$ cat src/rtl/catc_exec_unit.sv
// CATC execution unit: handshaked single-instruction executor over a local register file and scratch memory.
// Optional iterative multiplier for opcode B is built when CATC_MUL_EN is defined.
//
// state | meaning
// INIT  | clearing scratch memory, one word per cycle
// IDLE  | instr_ready high, waiting for an instruction
// EXEC  | decode, compute, writeback, register outputs
// MULT  | shift-add multiply, one multiplier bit per cycle (CATC_MUL_EN only)
// RESP  | out_valid high, outputs held until out_ready
module catc_exec_unit #(
    parameter int DATA_W    = 20,
    parameter int REG_N     = 16,
    parameter int IMM_W     = 8,
    parameter int MEM_DEPTH = 128,
    localparam int RA_W     = $clog2(REG_N),
    localparam int MA_W     = $clog2(MEM_DEPTH),
    localparam int INSTR_W  = 4 + 2*RA_W + IMM_W
) (
    input  logic               clk,
    input  logic               rst,
    input  logic               instr_valid,
    output logic               instr_ready,
    input  logic [INSTR_W-1:0] instr,
    input  logic [DATA_W-1:0]  data_in,
    output logic               out_valid,
    input  logic               out_ready,
    output logic [DATA_W-1:0]  data_out,
    output logic               out_carry,
    output logic               out_err
);

`ifdef CATC_MUL_EN
    typedef enum logic [2:0] {S_INIT, S_IDLE, S_EXEC, S_MULT, S_RESP} state_t;
    localparam int MC_W = $clog2(DATA_W);
`else
    typedef enum logic [2:0] {S_INIT, S_IDLE, S_EXEC, S_RESP} state_t;
`endif

    state_t              state_q, state_d;
    logic [MA_W-1:0]     init_cnt_q, init_cnt_d;
    logic [INSTR_W-1:0]  instr_q, instr_d;
    logic [DATA_W-1:0]   opnd_q, opnd_d;
    logic [DATA_W-1:0]   data_out_q, data_out_d;
    logic                carry_q, carry_d;
    logic                err_q, err_d;
    logic                instr_ready_q, instr_ready_d;
    logic                out_valid_q, out_valid_d;

    logic [DATA_W-1:0]   regs_q [REG_N];
    logic [DATA_W-1:0]   mem_q [MEM_DEPTH];

    logic                rf_we;
    logic [RA_W-1:0]     rf_wa;
    logic [DATA_W-1:0]   rf_wd;
    logic                mem_we;
    logic [MA_W-1:0]     mem_wa;
    logic [DATA_W-1:0]   mem_wd;

    logic [3:0]          opc;
    logic [RA_W-1:0]     src, dest;
    logic [IMM_W-1:0]    imm;
    logic [DATA_W-1:0]   imm_ext, rs, rd;
    logic [DATA_W:0]     addi_w, subi_w, add_w;

    assign opc     = instr_q[INSTR_W-1 -: 4];
    assign src     = instr_q[IMM_W+RA_W +: RA_W];
    assign dest    = instr_q[IMM_W +: RA_W];
    assign imm     = instr_q[IMM_W-1:0];
    assign imm_ext = DATA_W'(imm);
    assign rs      = regs_q[src];
    assign rd      = regs_q[dest];

    // The extra top bit is the carry for sums and the borrow for the difference.
    assign addi_w = {1'b0, opnd_q} + {1'b0, imm_ext};
    assign subi_w = {1'b0, opnd_q} - {1'b0, imm_ext};
    assign add_w  = {1'b0, rs} + {1'b0, rd};

`ifdef CATC_MUL_EN
    logic [DATA_W-1:0] mcand_q, mcand_d, mplier_q, mplier_d, acc_q, acc_d, acc_nxt;
    logic [MC_W-1:0]   mul_cnt_q, mul_cnt_d;

    assign acc_nxt = mplier_q[0] ? acc_q + mcand_q : acc_q;
`endif

    always_comb begin
        state_d    = state_q;
        init_cnt_d = init_cnt_q;
        instr_d    = instr_q;
        opnd_d     = opnd_q;
        data_out_d = data_out_q;
        carry_d    = carry_q;
        err_d      = err_q;
        rf_we      = 1'b0;
        rf_wa      = dest;
        rf_wd      = '0;
        mem_we     = 1'b0;
        mem_wa     = imm[MA_W-1:0];
        mem_wd     = rs;
`ifdef CATC_MUL_EN
        mcand_d    = mcand_q;
        mplier_d   = mplier_q;
        acc_d      = acc_q;
        mul_cnt_d  = mul_cnt_q;
`endif
        case (state_q)
            S_INIT: begin
                mem_we = 1'b1;
                mem_wa = init_cnt_q;
                mem_wd = '0;
                if (init_cnt_q == '0) state_d = S_IDLE;
                else                  init_cnt_d = init_cnt_q - 1'b1;
            end
            S_IDLE: begin
                if (instr_valid) begin
                    instr_d = instr;
                    opnd_d  = data_in;
                    state_d = S_EXEC;
                end
            end
            S_EXEC: begin
                state_d = S_RESP;
                carry_d = 1'b0;
                err_d   = 1'b0;
                case (opc)
                    4'h0: data_out_d = rs;
                    4'h1: begin
                        data_out_d = opnd_q;
                        rf_we      = 1'b1;
                        rf_wd      = opnd_q;
                    end
                    4'h2: {carry_d, data_out_d} = addi_w;
                    4'h3: {carry_d, data_out_d} = subi_w;
                    4'h4: data_out_d = rs & rd;
                    4'h5: data_out_d = rs | rd;
                    4'h6: data_out_d = rs ^ rd;
                    4'h7: data_out_d = ~opnd_q;
                    4'h8: data_out_d = mem_q[imm[MA_W-1:0]];
                    4'h9: begin
                        data_out_d = rs;
                        mem_we     = 1'b1;
                    end
                    4'hA: begin
                        {carry_d, data_out_d} = add_w;
                        rf_we = 1'b1;
                        rf_wd = add_w[DATA_W-1:0];
                    end
`ifdef CATC_MUL_EN
                    4'hB: begin
                        mcand_d   = rs;
                        mplier_d  = rd;
                        acc_d     = '0;
                        mul_cnt_d = MC_W'(DATA_W-1);
                        state_d   = S_MULT;
                    end
`endif
                    default: begin
                        data_out_d = '0;
                        err_d      = 1'b1;
                    end
                endcase
            end
`ifdef CATC_MUL_EN
            S_MULT: begin
                acc_d    = acc_nxt;
                mcand_d  = mcand_q << 1;
                mplier_d = mplier_q >> 1;
                if (mul_cnt_q == '0) begin
                    state_d    = S_RESP;
                    data_out_d = acc_nxt;
                    rf_we      = 1'b1;
                    rf_wd      = acc_nxt;
                end else begin
                    mul_cnt_d = mul_cnt_q - 1'b1;
                end
            end
`endif
            S_RESP: begin
                if (out_ready) state_d = S_IDLE;
            end
            default: state_d = S_INIT;
        endcase
        instr_ready_d = (state_d == S_IDLE);
        out_valid_d   = (state_d == S_RESP);
    end

    always_ff @(posedge clk or posedge rst) begin
        if (rst) begin
            state_q       <= S_INIT;
            init_cnt_q    <= MA_W'(MEM_DEPTH-1);
            instr_q       <= '0;
            opnd_q        <= '0;
            data_out_q    <= '0;
            carry_q       <= 1'b0;
            err_q         <= 1'b0;
            instr_ready_q <= 1'b0;
            out_valid_q   <= 1'b0;
            for (int i = 0; i < REG_N; i++) regs_q[i] <= '0;
`ifdef CATC_MUL_EN
            mcand_q       <= '0;
            mplier_q      <= '0;
            acc_q         <= '0;
            mul_cnt_q     <= '0;
`endif
        end else begin
            state_q       <= state_d;
            init_cnt_q    <= init_cnt_d;
            instr_q       <= instr_d;
            opnd_q        <= opnd_d;
            data_out_q    <= data_out_d;
            carry_q       <= carry_d;
            err_q         <= err_d;
            instr_ready_q <= instr_ready_d;
            out_valid_q   <= out_valid_d;
            if (rf_we) regs_q[rf_wa] <= rf_wd;
`ifdef CATC_MUL_EN
            mcand_q       <= mcand_d;
            mplier_q      <= mplier_d;
            acc_q         <= acc_d;
            mul_cnt_q     <= mul_cnt_d;
`endif
        end
    end

    // Scratch memory has no reset; INIT clears it after every reset instead.
    always_ff @(posedge clk) begin
        if (mem_we) mem_q[mem_wa] <= mem_wd;
    end

    assign instr_ready = instr_ready_q;
    assign out_valid   = out_valid_q;
    assign data_out    = data_out_q;
    assign out_carry   = carry_q;
    assign out_err     = err_q;

endmodule

$ cat config.mk
export PLATFORM = sky130hd
export DESIGN_NAME = catc_exec_unit
export DESIGN_NICKNAME = d
export VERILOG_FILES = /design/src/rtl/catc_exec_unit.sv
export SDC_FILE = /design/constraint.sdc
export NUM_CORES = 2
export LEC_CHECK = 0
export BUFFER_PORTS_ARGS = -buffer_cell sky130_fd_sc_hd__buf_4
export CAP_MARGIN = 20
export CORE_UTILIZATION = 60
export CTS_BUF_LIST = sky130_fd_sc_hd__clkbuf_16
export CTS_CLUSTER_DIAMETER = 100
export DETAILED_ROUTE_END_ITERATION = 10
export PLACE_DENSITY = 0.76
export SLEW_MARGIN = 20
export SYNTH_ARGS = -nofsm -noshare
export SYNTH_HDL_FRONTEND = slang
export SYNTH_SLANG_ARGS = --single-unit
$ cat constraint.sdc
create_clock -name clk -period 25.6 [get_ports clk]
set_input_delay 5.12 -clock clk [delete_from_list [all_inputs] [get_ports clk]]
set_output_delay 5.12 -clock clk [all_outputs]
set_load 0.005 [all_outputs]
; ---- After elaboration in Yosys (flattened, before gate mapping)
; Memories as Yosys holds them, arrays and structs flattened.
; Cells that the tools add are included.
; Widths: inputs -> output; s select.
[word_totals]
memories = 1
input_bits = 44
elab_cells = 90
romBits = 0
latch_bits = 0
ram_bits = 2560
ff_bits = 394
output_inout_bits = 24
[op_classes]
add_sub_neg = 4
n_eq_ne = 15
shift = 0
n_div = 0
mul = 0
bitwise_logic = 7
n_mux = 26
n_lt_le_gt_ge = 3
reduce_logical = 9
[mem_list]
columns = memory, words, width, rd, rd_clocked_by_memory_dff, wr, line
row1 = mem_q, 128, 20, 1, 0, 1, 50  ; logic [DATA_W-1:0] mem_q [MEM_DEPTH];
[op_table]
columns = op, count
row1 = $bwmux 320, 1
row2 = $pmux 20 s10, 1
row3 = $bmux 20 s4, 2
row4 = $mux 20, 7
row5 = $demux 20 s4, 1
row6 = $pmux 20 s2, 1
row7 = $add 20x20->21, 1
row8 = $add 20x8->21, 1
row9 = $sub 20x8->21, 1
row10 = $and 20x20->20, 1
row11 = $not 20->20, 1
row12 = $or 20x20->20, 1
row13 = $xor 20x20->20, 1
row14 = $eq 4x3->1 const B, 4
row15 = $eq 4x4->1 const B, 3
row16 = $pmux 3 s4, 1
row17 = $reduce_or 11->1, 1
row18 = $ge 5x5->1 const B, 2
row19 = $not 4->5, 2
row20 = $eq 3x2->1 const B, 3
row21 = $mux 3, 3
row22 = $eq 4x2->1 const B, 2
row23 = $logic_not 7->1, 1
row24 = $mux 7, 1
row25 = other kinds (13), 21

; ---- Longest topological paths before layout
[depth]
word_depth = 8
mapped_depth = 19
ltp_nobuf = 14

; ---- Least setup slack after synthesis
; OpenSTA, ideal clock, no wires.
[synth_path]
path_kind = input to register
start = input instr_valid
end = register instr_q[0]
n_path_buf = 1
stages = 4
required_ps = 25475
arrival_time_ps = 6255
setup_slack_ps = 19220
setup_ps = 125
cell_sequence = nand3b_1 -> nor2_1 -> clkbuf_1 -> mux2_2
[synth_between]
elab_chain_len = 1
[synth_rtl]
columns = item, line
row1 = start: declaration, 21  ; input logic instr_valid,
row2 = $reduce_and 2->1 (no line), -
row3 = end signal: assignment, 207  ; instr_q <= instr_d;
row4 = end: declaration, 41  ; logic [INSTR_W-1:0] instr_q, instr_d;
; Every way passes these cells.
; A chain may end at the register's enable or synchronous reset.

==> reports/metrics.yaml <==
status: "finished with violations"
violations: "DRC"
hold_depth: 2
cts_tree: "yes"
nFillCells: 12450
finalCritPeriodShare: 0.2885
grt_setup_unrepaired: "no"
place_area_mm2: 0.1262
yosysSeqAreaShare: 0.7116
maxSlewViolCount: 0
fin_area_mm2: 0.1356
ys_ff_latch: 2954
cpPeakStageDelay_ns: 0.81
hold_viol: 0
rrSetupSlack_ns: 19.23
final_common_cell: "edfxtp_1"
path_common_cell: "buf_4"
cap_violations: 0
place_hpwl_um: 199800
most-common-layout-cells: "2560 x edfxtp_1, 885 x mux4_2, 632 x nand2_1"
power.leakage_nw: 40.60
worstMarginPinSlew_ns: 1.175
crit_path_end_kind: "asynchronous set/reset pin"
grt_util_all_layers: 0.3459
die_h_um: 452.7
r2r_cells: 12
yosysWarnings: 0
numCtsBuffers: 306
dr.pass1.iters: 10
finClkSkew_ns: 0.05678
final_nets: 6884
holdWs_ns: 0.4996
gr-total-overflow: 0
area.growth.synth_to_final_pct: 11.27
finalSetupViolations: 0
post_cts_buffers: 0
cts_max_level: 5
cts_sinks: 2954
critPathKind: "input pin to asynchronous set/reset pin"
period_minus_slack_ns: 7.385
syn_avg_cell_area_um2: 18.40
synth_cell_types: 92
min-delay-start: "regs_q[267]"
antenna_left: 0
slew_headroom: 0.2123
worstReg2RegStart: "instr_q[12]"
drtIter0Drc: 10760
synthesis.nets: 6729
hold_buffers: 0
max_freq_mhz: 135.4
worstSkewPairLatency_ns: 0.97
min_to: "regs_q[267]"
grt_pass1_vias: 68660
timing.rr.end: "regs_q[190]"
drc: 2
core_mm2: 0.2021
cts_buffer_depth: 4
worstHoldPathType: "flop to flop"
synth_ff_type: "edfxtp_1"
die_area_mm2: 0.2050
cp-start-kind: "input pin"
ios: 68
root_buffer: "clkbuf_16"
cp.arrival_ns: 8.32
io_buffers: 67
worst-path-max-fanout: 132
path_clk_slew_ns: 0.06
path_buf_inv: 5
post_drt_wl_per_cell_um: 36.27
power_density_mw_per_mm2: 83.30
place_congestion: 0.9611
synthCells: 6624
via_per_inst: 7.142
crit_chain: "buf_4 -> inv_8 -> buf_4 -> buf_6 -> buf_4"
grt_max_degree: 133
vias: 69090
synth_area_mm2: 0.1219
antenna_found_initial: 10
cpMaxStageDelayCell: "buf_4"
initial_utilization: 0.6031
cp_top_family: "buffers and inverters"
drive_gt1_frac: 0.2610
die_w_um: 452.7
grt_pass1_wl_um: 498000
synth_edf_count: 2560
ctsResizeCount: 0
rows: 165
synth-async-reset-ratio: 0.1334
setup_tns_ns: 0
critical_path_required_ns: 26.54
ir_drop_mv: 0.07151
drt_wl_total_um: 350900
[registers in the layout (all words and copies together) (netlist names), 3 cells and up]
| name | cells |
|---|---|
| data_out | 20 |
| init_cnt_q | 7 |
| instr_q | 20 |
| mem_q | 2560 |
| opnd_q | 20 |
| regs_q | 320 |
| state_q | 3 |
[cell usage after synthesis, drive strengths merged (42+ instances only)]
master	count	area [µm²]
mux2	42	473.0
inv	87	326.6
ha	58	725.7
nor2	281	1060
clkbuf	217	814.5
edfxtp	2560	76870
mux4	885	19930
mux2i	101	1011
a21oi	127	639.4
buf	214	1300
o21ai	392	1962
nand3	73	365.4
nand2	642	2410
dfrtp	387	9684
[through the flow]
step           power [mW]  utilization  instances  setup slack [ns]
6_report            11.30       0.6711       9673             18.21
5_1_grt             11.53       0.6710       9666             17.67
4_1_cts             11.27       0.6705       9661             17.83
3_5_place_dp        7.100       0.6246       9140             16.86
3_3_place_gp        7.079       0.6244       9137             17.02
2_1_floorplan       6.544            -       6624             9.537
[tightest hold or removal path: cells and delay by family (launching register included)]
kind	cells	cell delay (ns)
flip-flops	1	0.35
AO/OA/AOI/OAI	1	0.06
AND/OR/NAND/NOR	1	0.05
[layer usage]
layer / vias up / routed length, µm / share of wire / track usage
met2: 5440 / 164900 / 0.47 / 0.5354
met1: 35590 / 119100 / 0.34 / 0.4557
met4: 10 / 22220 / 0.063 / 0.1897
li1: 26950 / - / - / -
met3: 1102 / 44520 / 0.13 / 0.08639
met5: - / 81 / 0.00023 / 0
[area by class of cell]
class	instances	area [µm²]	share of cell area
Multi-Input combinational cell	3152	33640	0.2480
Inverter	87	344.1	0.002537
Clock inverter	213	1578	0.01163
Timing Repair Buffer	278	2220	0.01636
Antenna cell	9	22.52	0.0001660
Clock buffer	308	7707	0.05682
Sequential cell	2954	86780	0.6398
Tap cell	2672	3343	0.02465
[kinds of logic (layout without fill, tap and decap cells)]
family | Yosys count | count (layout) | synth area share
flip-flops | 2954 | 2954 | 0.7116
XOR/XNOR | 38 | 38 | 0.002730
multiplexers | 1028 | 1028 | 0.1757
adder cells (fa/ha/maj) | 61 | 61 | 0.006446
buffers and inverters | 518 | 886 | 0.02003
AND/OR/NAND/NOR | 1213 | 1213 | 0.04292
other | 1 | 10 | 0.00003076
AO/OA/AOI/OAI | 811 | 811 | 0.04057
[power breakdown]
part	switching (mW)	leakage [nW]	internal, mW	total (mW)
Clock	1.83	4.80	2.42	4.25
Sequential	0.114	24.9	5.29	5.40
Combinational	1.06	10.9	0.590	1.65
Total	3.00	40.6	8.29	11.3
[worst max path at each step]
stage                     slack, ns     endpoint  cells past startpoint  startpoint
after floorplan                9.54  data_out[0]                      1         rst
after global placement        17.02  regs_q[208]                      5         rst
after detailed placement      16.86  regs_q[208]                      5         rst
after CTS                     17.83  data_out[0]                      5         rst
after global routing          17.67  data_out[0]                      5         rst
final                         18.21  data_out[0]                      5         rst
No activity file was read; power rests on OpenSTA's default activity.
